==> src/rtl/ex_muldiv_unit.sv <==
// rtl/ex_muldiv_unit.sv - iterative RV32M multiply/divide unit for the EX stage
//
// Ports:
//   clk, rst_n                    clock, asynchronous active-low reset
//   start, funct3                 valid M op in ID/EX and its operation select
//   rs1_val, rs2_val              register-file operands from ID/EX
//   forwardA, forwardB            operand source select (10 EX/MEM, 01 MEM/WB, else ID/EX)
//   ex_mem_alu_out, mem_wb_wdata  forwarding sources
//   flush                         kill the in-flight op
//   stall                         hold the pipeline front while the op is in progress
//   busy                          unit not idle
//   result_valid, result          one-cycle result presentation
module ex_muldiv_unit #(
    parameter int XLEN = 32
) (
    input  logic            clk,
    input  logic            rst_n,
    input  logic            start,
    input  logic [2:0]      funct3,
    input  logic [XLEN-1:0] rs1_val,
    input  logic [XLEN-1:0] rs2_val,
    input  logic [1:0]      forwardA,
    input  logic [1:0]      forwardB,
    input  logic [XLEN-1:0] ex_mem_alu_out,
    input  logic [XLEN-1:0] mem_wb_wdata,
    input  logic            flush,
    output logic            stall,
    output logic            busy,
    output logic            result_valid,
    output logic [XLEN-1:0] result
);
    localparam int CW = $clog2(XLEN + 1);

    typedef enum logic [1:0] {S_IDLE, S_BUSY, S_DONE} state_t;

    state_t            state, state_nxt;
    logic [CW-1:0]     cnt;
    logic [2:0]        op;
    logic [XLEN-1:0]   oper;      // multiplicand magnitude or divisor magnitude
    logic [2*XLEN-1:0] acc;       // mul: {partial, multiplier}; div: {remainder, dividend/quotient}
    logic              neg_q;     // product / quotient must be negated
    logic              neg_r;     // remainder must be negated

    // Operand capture path, only meaningful in the accepting IDLE cycle
    logic [XLEN-1:0] op_a, op_b, a_abs, b_abs, special_res;
    logic            is_div_in, a_signed_in, b_signed_in, a_sgn, b_sgn;
    logic            div_zero, div_ovf, special;

    always_comb begin
        case (forwardA)
            2'b10:   op_a = ex_mem_alu_out;
            2'b01:   op_a = mem_wb_wdata;
            default: op_a = rs1_val;
        endcase
        case (forwardB)
            2'b10:   op_b = ex_mem_alu_out;
            2'b01:   op_b = mem_wb_wdata;
            default: op_b = rs2_val;
        endcase
        is_div_in   = funct3[2];
        // Divide: funct3[0]=0 is signed. Multiply: only MULHU has unsigned A,
        // only MUL/MULH have signed B.
        a_signed_in = is_div_in ? ~funct3[0] : (funct3 != 3'b011);
        b_signed_in = is_div_in ? ~funct3[0] : ~funct3[1];
        a_sgn       = a_signed_in & op_a[XLEN-1];
        b_sgn       = b_signed_in & op_b[XLEN-1];
        a_abs       = a_sgn ? -op_a : op_a;
        b_abs       = b_sgn ? -op_b : op_b;
        div_zero    = is_div_in && (op_b == '0);
        div_ovf     = is_div_in && !funct3[0] && (op_a == {1'b1, {(XLEN-1){1'b0}}}) && (op_b == '1);
        special     = div_zero || div_ovf;
        if (div_zero) special_res = funct3[1] ? op_a : '1;
        else          special_res = funct3[1] ? '0 : op_a;
    end

    // One iteration step and the final sign fix-up
    logic [XLEN:0]     mul_sum, div_cand, div_diff;
    logic [2*XLEN-1:0] acc_nxt, prod;
    logic [XLEN-1:0]   quo, rem, final_res;
    logic              last_step;

    always_comb begin
        mul_sum  = {1'b0, acc[2*XLEN-1:XLEN]} + {1'b0, (acc[0] ? oper : {XLEN{1'b0}})};
        div_cand = acc[2*XLEN-1:XLEN-1];
        div_diff = div_cand - {1'b0, oper};
        if (!op[2])
            acc_nxt = {mul_sum, acc[XLEN-1:1]};
        else if (div_diff[XLEN])
            acc_nxt = {div_cand[XLEN-1:0], acc[XLEN-2:0], 1'b0};
        else
            acc_nxt = {div_diff[XLEN-1:0], acc[XLEN-2:0], 1'b1};
        prod = neg_q ? -acc_nxt : acc_nxt;
        quo  = acc_nxt[XLEN-1:0];
        rem  = acc_nxt[2*XLEN-1:XLEN];
        if (!op[2])
            final_res = (op[1:0] == 2'b00) ? prod[XLEN-1:0] : prod[2*XLEN-1:XLEN];
        else if (op[1])
            final_res = neg_r ? -rem : rem;
        else
            final_res = neg_q ? -quo : quo;
        last_step = (state == S_BUSY) && (cnt == CW'(XLEN - 1));
    end

    always_ff @(posedge clk or negedge rst_n) begin
        if (!rst_n) state <= S_IDLE;
        else        state <= state_nxt;
    end

    always_comb begin
        state_nxt    = state;
        stall        = 1'b0;
        result_valid = 1'b0;
        case (state)
            S_IDLE: if (start) begin
                stall     = 1'b1;
                state_nxt = special ? S_DONE : S_BUSY;
            end
            S_BUSY: begin
                stall = 1'b1;
                if (last_step) state_nxt = S_DONE;
            end
            S_DONE: begin
                result_valid = 1'b1;
                state_nxt    = S_IDLE;
            end
            default: state_nxt = S_IDLE;
        endcase
        if (flush) begin
            state_nxt    = S_IDLE;
            stall        = 1'b0;
            result_valid = 1'b0;
        end
        // start may be high while reset is held; the pipeline must not be frozen
        if (!rst_n) stall = 1'b0;
    end

    assign busy = (state != S_IDLE);

    always_ff @(posedge clk or negedge rst_n) begin
        if (!rst_n) begin
            cnt    <= '0;
            op     <= '0;
            oper   <= '0;
            acc    <= '0;
            neg_q  <= 1'b0;
            neg_r  <= 1'b0;
            result <= '0;
        end else if (!flush) begin
            case (state)
                S_IDLE: if (start) begin
                    op    <= funct3;
                    neg_q <= a_sgn ^ b_sgn;
                    neg_r <= a_sgn;
                    cnt   <= '0;
                    if (is_div_in) begin
                        acc  <= {{XLEN{1'b0}}, a_abs};
                        oper <= b_abs;
                    end else begin
                        acc  <= {{XLEN{1'b0}}, b_abs};
                        oper <= a_abs;
                    end
                    if (special) result <= special_res;
                end
                S_BUSY: begin
                    acc <= acc_nxt;
                    cnt <= cnt + CW'(1);
                    if (last_step) result <= final_res;
                end
                default: ;
            endcase
        end
    end
endmodule

==> config.mk <==
export PLATFORM = sky130hd
export DESIGN_NAME = ex_muldiv_unit
export DESIGN_NICKNAME = d
export VERILOG_FILES = /design/src/rtl/ex_muldiv_unit.sv
export SDC_FILE = /design/constraint.sdc
export NUM_CORES = 1
export LEC_CHECK = 0
export ABC_CLOCK_PERIOD_IN_PS = 12820
export BUFFER_PORTS_ARGS = -buffer_cell sky130_fd_sc_hd__buf_4
export CORE_AREA = 3 3 222 267
export DETAILED_ROUTE_END_ITERATION = 6
export DIE_AREA = 0 0 225 270
export HOLD_SLACK_MARGIN = 0.08
export PLACE_DENSITY = 0.47
export SYNTH_ARGS = -nofsm -noshare
export SYNTH_HDL_FRONTEND = slang
export SYNTH_SLANG_ARGS = --single-unit
export TNS_END_PERCENT = 20
==> constraint.sdc <==
create_clock -name clk -period 12.82 [get_ports clk]
set_clock_uncertainty 0.1 [all_clocks]
set_input_delay 2.564 -clock clk [delete_from_list [all_inputs] [get_ports clk]]
set_output_delay 2.564 -clock clk [all_outputs]
set_load 0.03 [all_outputs]
Yosys cells after proc, flatten, opt, wreduce, memory -nomap -nowiden
Index checks and enable logic that the tools add are counted.
- ROM bits: 0
- latch bits: 0
- input bits: 139
- memories kept: 0
- output and inout port bits: 35
- register bits after elaboration: 141
- RAM bits: 0
- bitwise operators: 6
- reductions and logical operators: 16
- multiply operators: 0
- shifts and indexed selects: 0
- muxes and demuxes: 39
- equality and inequality tests: 15
- add/subtract/negate cells: 8
- divide/modulo/power cells: 0
- magnitude comparators: 0
- operators by type and width (kind ; number):
    $mux 32 ; 16
    $mux 64 ; 4
    $pmux 32 s2 ; 3
    $neg 32->32 ; 4
    $pmux 64 s2 ; 1
    $eq 32x32->1 const B ; 2
    $neg 64->64 ; 1
    $add 32x32->33 ; 1
    $sub 33x32->33 ; 1
    $logic_not 32->1 ; 1
    $pmux 6 s2 ; 1
    $mux 2 ; 4
    $mux 1 ; 7
    $add 6x1->6 const B ; 1
    $eq 2x1->1 const B ; 3
    $eq 2x2->1 const B ; 3
    $eq 6x5->1 const B ; 1
    $mux 6 ; 1
    $ne 2x2->1 const B ; 3
    $ne 3x3->1 const B ; 2
    $reduce_and 3->1 ; 2
    $logic_and 1x1->1 ; 5
    $reduce_and 5->1 ; 1
    $logic_not 2->1 ; 2
    other kinds (10) ; 14

Logic depth before layout (Yosys ltp)
Gate-level depths: netlist of run 1.
- depth in word-level cells: 10
- gate-level depth with buffers: 25

Worst setup path before layout of run 1
Ideal clock, no wire load.
- path kind: input-to-reg
- from: in forwardB[0]
- to: reg result[31]
- stages: 20
- arrival time: 6.585 ns
- setup slack: 6.049 ns
- buffers on the path: 6
- data required time: 12.634 ns
- path through: inv_1 -> ha_1 -> clkbuf_1 -> clkbuf_1 -> buf_1 -> buf_2 -> o21ai_0 -> inv_1 -> ha_1 -> nand2_1 -> nor2_1 -> nand2_1 -> or4_1 -> clkbuf_1 -> o21ai_1 -> o221ai_1 -> clkbuf_1 -> a221oi_1 -> nand4_1 -> a32oi_1
- cells in the longest elaborated chain, start to end: 8
- elaborated cells between the ends (all ways): 14
- classes of those cells: eq/ne (4); mux (5); reduce/logical (5)
- ends and longest elaborated chain (element ; RTL line ; source):
    start: declaration ; 23 ; input logic [1:0] forwardB,
    $eq 2x1->1 or $eq 2x2->1 (tied branches) ; 55 ; case (forwardB)
    $pmux 32 s2 * ; 55 ;
    $logic_not 32->1 ; 69 ; div_zero = is_div_in && (op_b == '0);
    $logic_and 1x1->1 ; 69 ;
    $mux 32 ; 72 ; if (div_zero) special_res = funct3[1] ? op_a : '1;
    $mux 32 ; 162 ; if (special) result <= special_res;
    $mux 32 ; 150 ; S_IDLE: if (start) begin
    $pmux 32 s2 ; 149 ; case (state)
    end signal: assignment ; 162 ;
    end signal: assignment ; 167 ; if (last_step) result <= final_res;
    end: declaration ; 30 ; output logic [XLEN-1:0] result
Mark *: on every way between the ends. The rest lies on a longest branch, timed or not. The select of a mux whose other input is x is not followed.
A chain may end at the register's enable or synchronous reset.

Worst setup path in the final report of run 1
- from: in forwardB[0]
- to: reg result[24]
The elaborated chain is that of the path after synthesis.

==> summary.txt, run 1 <==
largest net degree at the start of global routing = 91
global route overflow = 0
die extent in x = 225 um
Worst-Skew Late Latency = 0.47 ns
Hold WC Path Type = reg2reg
Synth Flop Type = dfrtp_1
total CTS buffers = 17
vias in the first global route = 19.65k
Maximum Capacitance Violations = 0
LEAKAGE = 8.465 nW
library cells used by synthesis = 95
clock buffer depth = 2
Hold Crit Depth = 2
Layout Nets = 2790
period utilisation layout = 0.6334
setup bufs post-CTS = 0
min cycle time layout = 8.121 ns
post-synth top area share = 0.1943
CTS hold repair buffers = 0
initial antenna violation count = 0
Layout Area Growth over Synthesis = 13.75%
wire length per cell = 26.64 um
post-layout util = 0.3620
post-route ant nets = 0
H-tree Lvls = 4
port bufs = 173
Post-Syn Nets = 2730
R2R Setup Slk = 5.25 ns
WL final = 88.51 mm
clock-pin slew on the worst setup and hold paths = 0.06 ns
EDFF count, synth = 0
RSZ-0062 raised after global routing = false
DRC viols = 0
num ports = 174
layout cells sized above 1 = 0.1229
Reg2Reg Depth = 25
Final Hold Viols = 0
post-route cell area = 20650 sq um
GRT Total Usage = 0.2838
CP Launch Type = input port
initial DRC count = 1896
worst vdd ir = 0.0001119 V
Placed Area = 20030 sq um
synth top area cells = dfrtp_1 (19%), o21ai_0 (7.6%), nand2_1 (6.7%), a21oi_1 (5.9%), ha_1 (5.1%)
Critical path origin = forwardB[0]
DRT Pass-1 Iters = 6
CTS root buf = clkbuf_16
status = finished, final reports clean
syn_area_per_cell = 7.220 sq um
largest area contributor in the netlist = dfrtp_1
Post-Syn Area = 18160 sq um
Final Max Tran Viols = 0
global-route wire length before repair = 130.0 mm
# diodes = 0
Power per Cell Area = 262.6 nW/um^2
Via density = 6.129
Ys Warns = 0
Die ar. = 60750 sq um
Seq cells post-synth = 141
Placeable Area = 57050 sq um
Hold Slack = 0.3851 ns
synthesized netlist cell count = 2515
Crit. End Element = register
Reg-to-Reg Start = acc[31]$_DFFE_PN0P_
Post-synth top cells = nand2_1 (326), o21ai_0 (274), a21oi_1 (214), nor2_1 (176), dfrtp_1 (141)
Critical R2R Capture = result[22]$_DFFE_PN0P_
Synth async-reset ratio = 1.000
most frequent cell after synthesis = nand2_1
post-cts resize count = 0
Worst-Margin Slew = 1.309 ns
Vias = 20.37k
Setup Crit Path Kind = in2reg
Worst EP required = 13.12 ns
f_max = 123.1 MHz
Starting Density = 0.3182
CTS tree = yes
overall die height = 270 um
post-DP HPWL = 70.81 mm
Placement Rows = 96
gpl congestion = 1.016
CP Capture Point = result[24]$_DFFE_PN0P_
worst path arrival time = 8.42 ns
crit path max fanout = 64
Setup TNS = 0 ns
sequential share of the synthesized area = 0.1943
Slew HR = 0.1274
final setup vio count = 0
CTS Sinks = 141
-- per-stage QoR --
step                setup WS (ns)  cells  total power, mW
CTS                         4.798   3323            5.345
global route                4.358   3323            5.758
global placement            4.457   3291            4.740
floorplan                   6.049   2515            3.447
finish                      4.699   3323            5.423
detailed placement          4.313   3291            4.756
-- flip-flops by register name, summed over array words and instances (netlist names) --
register / flops
result: 32
neg_q: 1
neg_r: 1
acc: 64
cnt: 6
state: 2
oper: 32
op: 3
-- routing by layer --
layer,part of all wire,global-route usage,vias up
met5,0,0,-
met4,0.061,0.1555,0
met3,0.063,0.04055,210
met2,0.48,0.4875,931
met1,0.40,0.3396,9789
li1,-,-,9436
-- worst min-delay path by stage --
stage | start | end | slack [ns]
after floorplan | oper[14]$_DFFE_PN0P_ | oper[14]$_DFFE_PN0P_ | 0.36
after global placement | result[0]$_DFFE_PN0P_ | result[0]$_DFFE_PN0P_ | 0.38
after detailed placement | result[0]$_DFFE_PN0P_ | result[0]$_DFFE_PN0P_ | 0.38
after CTS | result[0]$_DFFE_PN0P_ | result[0]$_DFFE_PN0P_ | 0.39
after global routing | result[5]$_DFFE_PN0P_ | result[5]$_DFFE_PN0P_ | 0.43
final | result[4]$_DFFE_PN0P_ | result[4]$_DFFE_PN0P_ | 0.39
-- kinds of logic (layout without fill, tap and decap cells) --
logic type      count (synthesis)  after routing  synth area share
compound gates                892            892            0.3190
xor+xnor                      180            180           0.08827
fa+ha+maj                     106            106           0.06974
buf+inv                       250            323           0.05389
flops                         141            141            0.1943
mux                            85             85           0.04858
simple gates                  861            861            0.2262
-- layout make-up --
cell class                      instances  area [sq um]
Sequential cell                       141          3533
Fill cell                            6042         36400
Tap cell                              735         919.6
Inverter                               80         300.3
Clock inverter                         15         193.9
Clock buffer                           17         425.4
Timing Repair Buffer                  211          1588
Multi-Input combinational cell       2124         13690
-- power by group --
| group | leakage, nW | switching [mW] | internal, mW |
|---|---|---|---|
| Sequential | 1.81 | 0.248 | 0.602 |
| Clock | 0.300 | 0.236 | 0.325 |
| Combinational | 6.36 | 2.67 | 1.34 |
-- critical path: stages --
cell	delay, ns
buf_4	0.09
inv_1	0.03
ha_1	1.05
inv_1	0.69
o21ai_0	0.71
and4_1	0.29
nand2_1	0.11
nor2_1	0.36
nand2_1	0.17
or4_1	0.54
buf_4	0.26
o21ai_1	0.23
o221ai_4	0.13
buf_4	0.38
inv_1	0.29
o211ai_1	0.14
a41oi_1	0.18
a32o_1	0.18
-- cells in the final DEF, fill, tap and decap left out, drive strengths merged, types with 19 or more instances in the layout --
master,instances
nand2,326
o21ai,293
a21oi,217
buf,211
nor2,176
dfrtp,141
xnor2,103
inv,83
xor2,77
ha,74
nor3,73
a221o,64
mux2i,63
nand3,49
and2,45
o211ai,36
nand4,32
a31oi,32
maj3,30
a211oi,30
nor4,30
or3,26
a21o,26
o31ai,23
and3,22
mux2,22
a22o,19
(Power assumes the default switching activity.)
==> inputs of run 2 (changes only) <==
==> config.mk (replaced) <==
export PLATFORM = sky130hd
export DESIGN_NAME = ex_muldiv_unit
export DESIGN_NICKNAME = d
export VERILOG_FILES = /design/src/rtl/ex_muldiv_unit.sv
export SDC_FILE = /design/constraint.sdc
export NUM_CORES = 1
export LEC_CHECK = 0
export ABC_AREA = 1
export ABC_CLOCK_PERIOD_IN_PS = 6500
export BUFFER_PORTS_ARGS = -buffer_cell sky130_fd_sc_hd__buf_4
export CORE_AREA = 3 3 230 277
export DETAILED_ROUTE_END_ITERATION = 6
export DIE_AREA = 0 0 233 280
export HOLD_SLACK_MARGIN = 0.08
export PLACE_DENSITY = 0.49
export SYNTH_ARGS = -nofsm -noshare
export SYNTH_HDL_FRONTEND = slang
export SYNTH_SLANG_ARGS = --single-unit
export TNS_END_PERCENT = 20
==> constraint.sdc (replaced) <==
create_clock -name clk -period 6.5 [get_ports clk]
set_clock_uncertainty 0.1 [all_clocks]
set_input_delay 1.3 -clock clk [delete_from_list [all_inputs] [get_ports clk]]
set_output_delay 1.3 -clock clk [all_outputs]
set_load 0.03 [all_outputs]
==> summary.txt, run 2 <==
XOR/XNOR Fraction of Synth Area = 0.04937
Layout Nets = 3758
delay of the slowest critical-path stage = 0.48 ns
Total Power = 12.95 mW
most frequent cells in the layout = nand2_1 (1135), inv_1 (430), o21ai_0 (298)
worst vdd ir = 0.0002148 V
wire length per cell = 22.58 um
Post-Synth Simple-Gate Area = 0.4049
Maximum Capacitance Violations = 0
Placed Area = 21530 sq um
post-layout util = 0.3622
Seq cells post-synth = 141
max reg flops = 64
post-synthesis adder-cell area fraction = 0.05456
f_max = 184.2 MHz
CTS hold repair buffers = 0
clock buffer depth = 2
largest net degree at the start of global routing = 73
Final Max Tran Viols = 0
post-route cell area = 22120 sq um
Via density = 5.403
crit path max fanout = 13
Post-Syn Nets = 3662
Worst Path Buf+Inv = 3
Post-synth top cells = nand2_1 (1135), inv_1 (432), o21ai_0 (298), nand3_1 (294), nor2_1 (285)
num ports = 174
RSZ-0062 raised after global routing = false
CP Launch Type = register
commonest non-fill, non-tap cell in the layout = nand2_1
# diodes = 0
die extent in x = 233 um
DRC viols = 0
Final Hold Viols = 0
WL final = 98.53 mm
global route overflow = 0
Placeable Area = 61070 sq um
Critical R2R Capture = result[30]$_DFFE_PN0P_
gpl congestion = 1.002
CTS tree = yes
Hold Slack = 0.3783 ns
H-tree Lvls = 4
post-route ant nets = 0
sequential share of the synthesized area = 0.1808
Starting Density = 0.3196
largest family of logic cells by synthesized area = simple AND/OR/NAND/NOR gates
initial antenna violation count = 1
Worst EP required = 6.79 ns
final setup vio count = 0
Vias = 23.58k
Post-Syn Area = 19520 sq um
Crit. End Element = register
Reg2Reg Depth = 30
post-cts resize count = 0
R2R Setup Slk = 1.07 ns
setup bufs post-CTS = 0
Setup Crit Path Kind = reg2reg
clock-pin slew on the worst setup and hold paths = 0.08 ns
syn_area_per_cell = 5.662 sq um
synthesized netlist cell count = 3447
LEAKAGE = 11.35 nW
Hold EP = cnt[5]$_DFFE_PN0P_
initial DRC count = 2334
delay-heaviest family, CP = simple AND/OR/NAND/NOR gates
post-synthesis compound-gate area fraction = 0.1899
GRT Total Usage = 0.2971
total CTS buffers = 17
Worst-Margin Slew = 1.026 ns
Reg-to-Reg Start = oper[21]$_DFFE_PN0P_
library cells used by synthesis = 58
post-DP HPWL = 80.36 mm
layout cells sized above 1 = 0.09702
CTS Sinks = 141
DRT Pass-1 Iters = 6
post-synth top area share = 0.2183
status = finished, final reports clean
Hold WC Path Type = reg2reg
EDFF count, synth = 0
Biggest register = acc
min cycle time layout = 5.430 ns
global-route wire length before repair = 144.2 mm
Top Registers = acc: 64 flops, oper: 32 flops, result: 32 flops
Placement Rows = 99
Synth async-reset ratio = 1.000
CP most frequent cell = nand2_1
overall die height = 280 um
worst path arrival time = 5.72 ns
CP max stage cell = dfrtp_1
synth top area cells = nand2_1 (22%), dfrtp_1 (18%), inv_1 (8.3%), o21ai_0 (7.6%), nand3_1 (7.5%)
HP Start = cnt[5]$_DFFE_PN0P_
most frequent cell after synthesis = nand2_1
Worst-Skew Late Latency = 0.49 ns
Power per Cell Area = 585.3 nW/um^2
Ys Warns = 0
largest area contributor in the netlist = nand2_1
CTS root buf = clkbuf_16
Synth Flop Type = dfrtp_1
Slew HR = 0.3085
Hold Crit Depth = 1
Setup TNS = 0 ns
period utilisation layout = 0.8354
Die ar. = 65240 sq um
Layout Area Growth over Synthesis = 13.34%
mux share of post-synthesis cell area = 0
port bufs = 173
vias in the first global route = 22.44k
[run 2: through the flow]
step	std cells	setup slack, ns
after floorplan	3447	2.240
after global placement	4332	1.029
after detailed placement	4332	0.9731
after CTS	4364	1.195
after global routing	4364	0.6121
final	4364	1.070
[run 2: cell families after synthesis]
logic type / count (synthesis)
buffers and inverters: 587
AND/OR/NAND/NOR: 1871
AO/OA/AOI/OAI: 653
XOR/XNOR: 110
flip-flops: 141
adder cells (fa/ha/maj): 85
[run 2: worst max-delay path by stage]
stage                    startpoint                     end  slack, ns  cells past startpoint
4_1_cts         acc[31]$_DFFE_PN0P_  result[20]$_DFFE_PN0P_       1.19                     33
5_1_grt         acc[31]$_DFFE_PN0P_  result[26]$_DFFE_PN0P_       0.61                     35
6_report       oper[21]$_DFFE_PN0P_  result[30]$_DFFE_PN0P_       1.07                     30
3_3_place_gp            forwardB[0]  result[25]$_DFFE_PN0P_       1.03                     21
2_1_floorplan           forwardB[0]   result[5]$_DFFE_PN0P_       2.24                     24
3_5_place_dp            forwardB[0]  result[25]$_DFFE_PN0P_       0.97                     21
[run 2: final cells by class]
| type | instances | area (sq um) |
|---|---|---|
| clock inverter | 15 | 160.2 |
| multi-input combinational | 2719 | 13650 |
| tap | 808 | 1011 |
| fill | 7004 | 38950 |
| sequential | 141 | 3533 |
| clock buffer | 17 | 425.4 |
| inverter | 444 | 1674 |
| timing repair buffer | 220 | 1668 |
[run 2: power by group]
group | internal, mW | total (mW) | switching [mW]
logic | 2.80 | 10.2 | 7.45
registers | 1.25 | 1.68 | 0.436
clock network | 0.516 | 1.02 | 0.502
[run 2: per-layer routing]
layer | GRT usage | vias up | part of all wire
li1 | - | 11400 | -
met1 | 0.3602 | 11020 | 0.40
met2 | 0.5016 | 936 | 0.47
met3 | 0.03696 | 220 | 0.056
met4 | 0.1788 | 2 | 0.071
met5 | 0 | - | 0.00017
